**config.mk**
```make
export PLATFORM = sky130hd
export DESIGN_NAME = p2s_tx
export DESIGN_NICKNAME = d
export VERILOG_FILES = /design/src/rtl/p2s_pkg.sv /design/src/rtl/p2s_cnt.sv /design/src/rtl/p2s_tx.sv
export SDC_FILE = /design/constraint.sdc
export NUM_CORES = 1
export LEC_CHECK = 0
export ABC_AREA = 1
export CAP_MARGIN = 20
export CORE_MARGIN = 10
export CORE_UTILIZATION = 35
export CTS_CLUSTER_DIAMETER = 200
export CTS_CLUSTER_SIZE = 10
export DETAILED_ROUTE_END_ITERATION = 10
export PLACE_DENSITY_LB_ADDON = 0.2
export SLEW_MARGIN = 20
export SYNTH_ARGS = -nofsm -noshare
export SYNTH_HDL_FRONTEND = slang
export SYNTH_SLANG_ARGS = --single-unit
```
**constraint.sdc**
```tcl
create_clock -name clk -period 1.7 [get_ports clk]
set_input_delay 0.425 -clock clk [delete_from_list [all_inputs] [get_ports clk]]
set_output_delay 0.425 -clock clk [all_outputs]
set_load 0.03 [all_outputs]
```
**src/rtl/p2s_pkg.sv**
```systemverilog
// Shared definitions for the p2s_tx parallel-to-serial transmitter.
package p2s_pkg;

    typedef enum logic [1:0] {
        S_IDLE   = 2'd0,
        S_SHIFT  = 2'd1,
        S_STROBE = 2'd2,
        S_GAP    = 2'd3
    } p2s_state_t;

    localparam int STB_CNT_W = 4;
    localparam int GAP_CNT_W = 8;

endpackage

```
**src/rtl/p2s_cnt.sv**
```systemverilog
// Loadable down-counter with zero flag; load wins over decrement, never wraps below zero.
module p2s_cnt #(
    parameter int W = 4
) (
    input  logic         clk,
    input  logic         rst_n,
    input  logic         load,
    input  logic         dec,
    input  logic [W-1:0] load_val,
    output logic         zero
);

    logic [W-1:0] cnt;

    always_ff @(posedge clk or negedge rst_n) begin
        if (!rst_n) begin
            cnt <= '0;
        end else if (load) begin
            cnt <= load_val;
        end else if (dec && (cnt != '0)) begin
            cnt <= cnt - 1'b1;
        end
    end

    assign zero = (cnt == '0);

endmodule

```
**src/rtl/p2s_tx.sv**
```systemverilog
// Parallel-to-serial transmitter feeding an s2p_w_oe chain: shift, strobe, optional gap.
// Define P2S_TX_LSB_FIRST_EN to send bit 0 first instead of the MSB.
module p2s_tx
    import p2s_pkg::*;
#(
    parameter int DW    = 16,
    parameter int STB_W = 1,
    parameter int GAP   = 0
) (
    input  logic          clk,
    input  logic          rst_n,
    input  logic [DW-1:0] in_data,
    input  logic          in_valid,
    output logic          in_ready,
    output logic          sout,
    output logic          st_clk,
    output logic          busy,
    output logic          frame_done
);

    localparam int BIT_W = $clog2(DW);
    localparam logic [BIT_W-1:0]     BIT_LOAD = BIT_W'(DW - 1);
    // Strobe counter runs one short: frame_done is raised when it hits zero, exit follows.
    localparam logic [STB_CNT_W-1:0] STB_LOAD = STB_CNT_W'((STB_W >= 2) ? (STB_W - 2) : 0);
    localparam logic [GAP_CNT_W-1:0] GAP_LOAD = GAP_CNT_W'((GAP >= 1) ? (GAP - 1) : 0);

    p2s_state_t    state;
    logic [DW-1:0] shreg;
    logic [DW-1:0] load_rest;
    logic [DW-1:0] shifted;
    logic          load_bit;
    logic          cur_bit;
    logic          bit_zero;
    logic          stb_zero;
    logic          gap_zero;

`ifdef P2S_TX_LSB_FIRST_EN
    assign load_bit  = in_data[0];
    assign load_rest = in_data >> 1;
    assign cur_bit   = shreg[0];
    assign shifted   = shreg >> 1;
`else
    assign load_bit  = in_data[DW-1];
    assign load_rest = in_data << 1;
    assign cur_bit   = shreg[DW-1];
    assign shifted   = shreg << 1;
`endif

    p2s_cnt #(.W(BIT_W)) u_bit_cnt (
        .clk      (clk),
        .rst_n    (rst_n),
        .load     ((state == S_IDLE) && in_valid),
        .dec      (state == S_SHIFT),
        .load_val (BIT_LOAD),
        .zero     (bit_zero)
    );

    p2s_cnt #(.W(STB_CNT_W)) u_stb_cnt (
        .clk      (clk),
        .rst_n    (rst_n),
        .load     ((state == S_SHIFT) && bit_zero),
        .dec      ((state == S_STROBE) && !frame_done),
        .load_val (STB_LOAD),
        .zero     (stb_zero)
    );

    p2s_cnt #(.W(GAP_CNT_W)) u_gap_cnt (
        .clk      (clk),
        .rst_n    (rst_n),
        .load     ((state == S_STROBE) && frame_done),
        .dec      (state == S_GAP),
        .load_val (GAP_LOAD),
        .zero     (gap_zero)
    );

    // The first bit is presented straight from in_data so it appears the cycle after acceptance.
    always_ff @(posedge clk or negedge rst_n) begin
        if (!rst_n) begin
            state      <= S_IDLE;
            shreg      <= '0;
            sout       <= 1'b0;
            st_clk     <= 1'b0;
            busy       <= 1'b0;
            frame_done <= 1'b0;
        end else begin
            case (state)
                S_IDLE: begin
                    if (in_valid) begin
                        shreg <= load_rest;
                        sout  <= load_bit;
                        busy  <= 1'b1;
                        state <= S_SHIFT;
                    end
                end
                S_SHIFT: begin
                    if (bit_zero) begin
                        st_clk     <= 1'b1;
                        frame_done <= (STB_W == 1);
                        state      <= S_STROBE;
                    end else begin
                        sout  <= cur_bit;
                        shreg <= shifted;
                    end
                end
                S_STROBE: begin
                    if (frame_done) begin
                        st_clk     <= 1'b0;
                        frame_done <= 1'b0;
                        sout       <= 1'b0;
                        if (GAP > 0) begin
                            state <= S_GAP;
                        end else begin
                            busy  <= 1'b0;
                            state <= S_IDLE;
                        end
                    end else if (stb_zero) begin
                        frame_done <= 1'b1;
                    end
                end
                S_GAP: begin
                    if (gap_zero) begin
                        busy  <= 1'b0;
                        state <= S_IDLE;
                    end
                end
                default: state <= S_IDLE;
            endcase
        end
    end

    assign in_ready = (state == S_IDLE);

endmodule
```
## After elaboration in Yosys (flattened, before gate mapping)

Index checks and enable logic that the tools add are counted.

| storage, ports and cells | value |
|---|---|
| register bits | 38 |
| input port bits | 19 |
| output and inout port bits | 5 |
| word-level logic and storage cells | 74 |

| operators by class | value |
|---|---|
| add/subtract/negate cells | 3 |
| equality and inequality tests | 8 |
| muxes and demuxes | 26 |
| reduce and logical (&&, ||, !) cells | 28 |

Operators by type and width:

| cell | number |
|---|---|
| $mux W16 | 2 |
| $pmux W16 S2 | 1 |
| $mux W4 | 4 |
| $mux W8 | 2 |
| $reduce_and A4 Y1 | 3 |
| $ne A2 B2 Y1 const B | 5 |
| $reduce_bool A2 Y1 | 5 |
| $logic_not A4 Y1 | 2 |
| $logic_not A8 Y1 | 1 |
| $mux W1 | 8 |
| $mux W2 | 4 |
| $pmux W2 S4 | 1 |
| $reduce_bool A4 Y1 | 2 |
| $reduce_bool A8 Y1 | 1 |
| $sub A4 B1 Y4 const B | 2 |
| $sub A8 B1 Y8 const B | 1 |
| $logic_and A1 B1 Y1 | 7 |
| $pmux W1 S3 | 2 |
| $reduce_and A3 Y1 | 2 |
| $reduce_bool A3 Y1 | 2 |
| $eq A2 B2 Y1 const B | 2 |
| $pmux W1 S2 | 2 |
| $eq A2 B1 Y1 const B | 1 |
| $logic_not A2 Y1 | 1 |
| 2 further kinds | 2 |

## Longest topological paths before layout

| logic depth | value |
|---|---|
| depth after elaboration | 5 |
| depth in mapped cells | 9 |
| gate-level depth less buffers | 9 |

## Cells and area by module

From an unflattened synthesis, not the netlist that was laid out.

| unflattened totals | value |
|---|---|
| cell total of the unflattened synthesis | 360 |
| area total of the unflattened synthesis | 2414.8 um2 |

By module, submodules not included:

| module | instances | cells each | area each (um2) | seq. area each (um2) |
|---|---|---|---|---|
| p2s_tx | 1 | 175 | 1227.4 | 525.5 |
| p2s_cnt (u_gap_cnt) | 1 | 93 | 596.8 | 200.2 |
| p2s_cnt (u_bit_cnt ...) | 2 | 46 | 295.3 | 100.1 |

## Least setup slack after synthesis

No wires, ideal clock.

| timing path | value |
|---|---|
| kind | register to register |
| start | register state[0] |
| end | register shreg[15] |
| library setup time | 124 ps |
| data arrival time | 1547 ps |
| path slack | 29 ps |
| stages on the path, launching flop included | 9 |
| buffers on the path | 1 |
| period minus slack after synthesis | 1671 ps |
| cells stage by stage | dfrtp_1 -> inv_1 -> ha_1 -> nand2_1 -> o21ai_2 -> nand2_2 -> buf_2 -> nand2_1 -> o31ai_2 |

| between the ends | value |
|---|---|
| longest elaborated chain between the ends | 3 |
| elaborated cells on any way between the ends | 7 |

RTL lines:

| what | RTL line | source |
|---|---|---|
| start, declared | p2s_tx.sv:27 | `p2s_state_t state;` |
| start signal, assigned | p2s_tx.sv:79 | `state <= S_IDLE;` |
| start signal, assigned | p2s_tx.sv:92 | `state <= S_SHIFT;` |
| start signal, assigned | p2s_tx.sv:99 | `state <= S_STROBE;` |
| $logic_not A2 Y1 (*) | - |  |
| named net in_ready | p2s_tx.sv:14 | `output logic in_ready,` |
| $ne A2 B2 Y1 (no source line) or $reduce_bool A2 Y1 (tied branches) | - |  |
| $reduce_and A3 Y1 (no source line) | - |  |
| end signal, assigned | p2s_tx.sv:89 | `shreg <= load_rest;` |
| end signal, assigned | p2s_tx.sv:102 | `shreg <= shifted;` |
| end, declared | p2s_tx.sv:28 | `logic [DW-1:0] shreg;` |

The timed path passes the listed nets; every way through them passes the cells marked *.
A chain may end at the register's enable or synchronous reset.

## Final worst setup path

| timing path | value |
|---|---|
| start | register state[1] |
| end | output port in_ready |

| between the ends | value |
|---|---|
| longest elaborated chain between the ends | 1 |

RTL lines:

| what | RTL line | source |
|---|---|---|
| $logic_not A2 Y1 | p2s_tx.sv:131 | `assign in_ready = (state == S_IDLE);` |
| end, declared | p2s_tx.sv:14 |  |

No other way between the ends.

==> impl_metrics.py <==
metrics = {
    "worst_setup_path": {
        "critPathMaxFanout": 5,
        "worst_setup_path_end_kind": "primary output",
        "critPathLaunchType": "flip-flop",
        "cp.arrival_ns": 1.21,
        "worst_path_max_delay_cell": "dfrtp_1",
        "timing.critical_path.max_delay_family": "flip-flops",
        "cp_num_buf_inv": 2,
        "slowest_delay_ns": 0.42,
        "path_class": "flip-flop to primary output",
        "crit_chain": "inv_1 > ha_4 > buf_4",
        "crit_required_ns": 1.27,
    },
    "timing": {
        "max_slew_margin": 0.675,
        "skew_ns": 0.0131,
        "hold_violations": 0,
        "fin_tns_setup_ns": 0,
        "timing.fmax_ghz": 0.612,
        "fin_crit_ns": 1.63,
        "period_share": 0.961,
        "maxSlewViolCount": 0,
        "tightestPinTransition_ns": 0.487,
        "setup_viol_count_final": 0,
        "grt_setup_unrepaired": "no",
    },
    "cts": {
        "clock_sinks": 37,
        "cts_tree": "built",
        "cts_root_buf": "clkbuf_8",
        "cts_buffers": 5,
        "clock_path_buffers": 2,
        "clkLatencyLatePin_ns": 0.30,
        "h-tree-depth": 2,
        "path_clk_slew_ns": 0.08,
    },
    "logic_synthesis": {
        "synth_top_flop_cell": "dfrtp_1",
        "avgSynthCellArea_sq_um": 8.36,
        "syn-cell-area_sq_mm": 0.00209,
        "synthArstFlopShare": 1.00,
        "ys_seq_area_frac": 0.443,
        "yosys_warnings": 0,
        "synth_cells": 250,
        "synth_seq_cells": 37,
        "synth_edf_count": 0,
        "syn-num-nets": 278,
        "ys_types": 28,
    },
    "drt": {
        "wl_mm": 4.21,
        "wl_per_cell_um": 11.8,
        "drtPass1Iterations": 4,
        "drt_first_iter_violations": 66,
        "postRouteAntennaNets": 0,
        "remaining_drc_errors": 0,
        "num_vias": 1665,
        "vias_per_cell": 4.66,
    },
    "pwr": {
        "leakage_nw": 1.21,
        "p_total_mw": 3.67,
        "peakVddDrop_uv": 495,
        "cellPowerDensity_mw_per_mm2": 1440,
    },
    "placement": {
        "dp.final_hpwl_mm": 3.06,
        "gp_congestion": 0.778,
        "io_buffers": 23,
    },
    "global_route": {
        "grt_pass1_vias": 1648,
        "overflow": 0,
        "track_usage": 0.0912,
        "antenna_found_initial": 0,
        "grt_max_degree": 38,
        "grt_pass1_wl_mm": 7.43,
    },
    "floorplan": {
        "die_area_sq_mm": 0.00946,
        "initial_core_util": 0.357,
        "fp-row-count": 28,
        "die_h_um": 97.3,
        "die_w_um": 97.3,
        "ios": 24,
        "coreArea_sq_mm": 0.00585,
    },
    "min_path": {
        "hold_class": "input port to asynchronous set/reset pin",
    },
    "cells_and_area": {
        "finalNetCount": 309,
        "antenna_cells": 0,
        "final_cell_mix": "nand2_1 (57), nor2_1 (41), dfrtp_1 (37), inv_1 (21)",
        "final_common_cell": "nand2_1",
        "syn_to_final_growth_pct": 22.3,
        "fill_cells": 595,
        "layout-drive-gt1-share": 0.174,
    },
    "job": {
        "cap_viol_max_count": 0,
    },
    "outcome": {
        "status": "finished, final reports clean",
    },
}
[through the flow]
stage | instances | util | hold WS [ns] | area (sq um) | setup slack [ns]
after floorplan | 250 | - | 0.129 | 2090 | 0.0288
after global placement | 349 | 0.415 | 0.460 | 2430 | 0.142
after detailed placement | 349 | 0.415 | 0.470 | 2430 | 0.111
after CTS | 357 | 0.436 | 0.189 | 2550 | 0.0340
after global routing | 357 | 0.437 | 0.227 | 2550 | 0.00855
final | 357 | 0.437 | 0.166 | 2550 | 0.0657
[layer usage]
layer / GRT usage / up-vias / wire [um]
li1: - / 877 / -
met1: 0.116 / 760 / 2110
met2: 0.141 / 23 / 1840
met3: 0.0306 / 5 / 198
met4: 0.0302 / 0 / 64
met5: 0 / - / 0
[state kept, by name (all words and copies together) (netlist names)]
name / flops
u_bit_cnt.cnt: 4
sout: 1
st_clk: 1
state: 2
u_stb_cnt.cnt: 4
shreg: 15
u_gap_cnt.cnt: 8
frame_done: 1
busy: 1
[report_power, final]
group	internal [mW]	switching, mW	total (mW)	leakage, nW
Sequential	1.15	0.153	1.31	0.460
Clock	0.479	0.329	0.808	0.0585
Combinational	0.642	0.916	1.56	0.690
Total	2.27	1.40	3.67	1.21
[cells by family (layout without fill, tap and decap cells)]
| family | count (synthesis) | after routing | share of synthesized area |
|---|---|---|---|
| simple gates | 134 | 134 | 0.277 |
| compound gates | 37 | 37 | 0.150 |
| flops | 37 | 37 | 0.443 |
| buf+inv | 31 | 63 | 0.0671 |
| fa+ha+maj | 9 | 9 | 0.0539 |
| xor+xnor | 2 | 2 | 0.00838 |
[path summary, 6_finish.rpt]
check	from	endpoint	slack [ns]	depth (start not counted)
worst min-delay path	rst_n	u_gap_cnt.cnt[7]$_DFFE_PN0P_	0.17	2
worst max register to register	state[1]$_DFFE_PN0P_	shreg[12]$_DFFE_PN0P_	0.14	7
min in group clk	busy$_DFFE_PN0P_	busy$_DFFE_PN0P_	0.48	2
worst min register to register	busy$_DFFE_PN0P_	busy$_DFFE_PN0P_	0.48	2
max in group asynchronous	rst_n	shreg[11]$_DFFE_PN0P_	1.18	2
worst max-delay path	state[1]$_DFFE_PN0P_	in_ready	0.07	3
[layout make-up]
type,instances,area [sq um],area share
Inverter,25,95.1,0.0372
Timing Repair Buffer,30,283,0.111
Sequential cell,37,926,0.362
Clock inverter,1,30.0,0.0118
Clock buffer,7,86.3,0.0338
Multi-Input combinational cell,182,1040,0.407
Tap cell,75,93.8,0.0367
[timing repair]
item | CTS | global route
setup buffers | 0 | 0
hold buffers | 0 | 0
setup endpoints to repair | 5 | 17
resized for setup | 6 | 4
endpoints found under the hold margin | 0 | 0
[synthesized netlist by cell type (3+ instances only)]
library cell	count	area share
nand2_1	57	0.10
nor2_1	41	0.074
dfrtp_1	37	0.44
inv_1	23	0.041
nand3_1	17	0.041
o31ai_2	14	0.084
o21ai_0	12	0.029
ha_1	9	0.054
nand4_1	7	0.021
nand2_2	4	0.012
o21ai_1	4	0.0096
buf_2	3	0.0072
nor2_2	3	0.0090
Power figures use the tool's default switching activity.
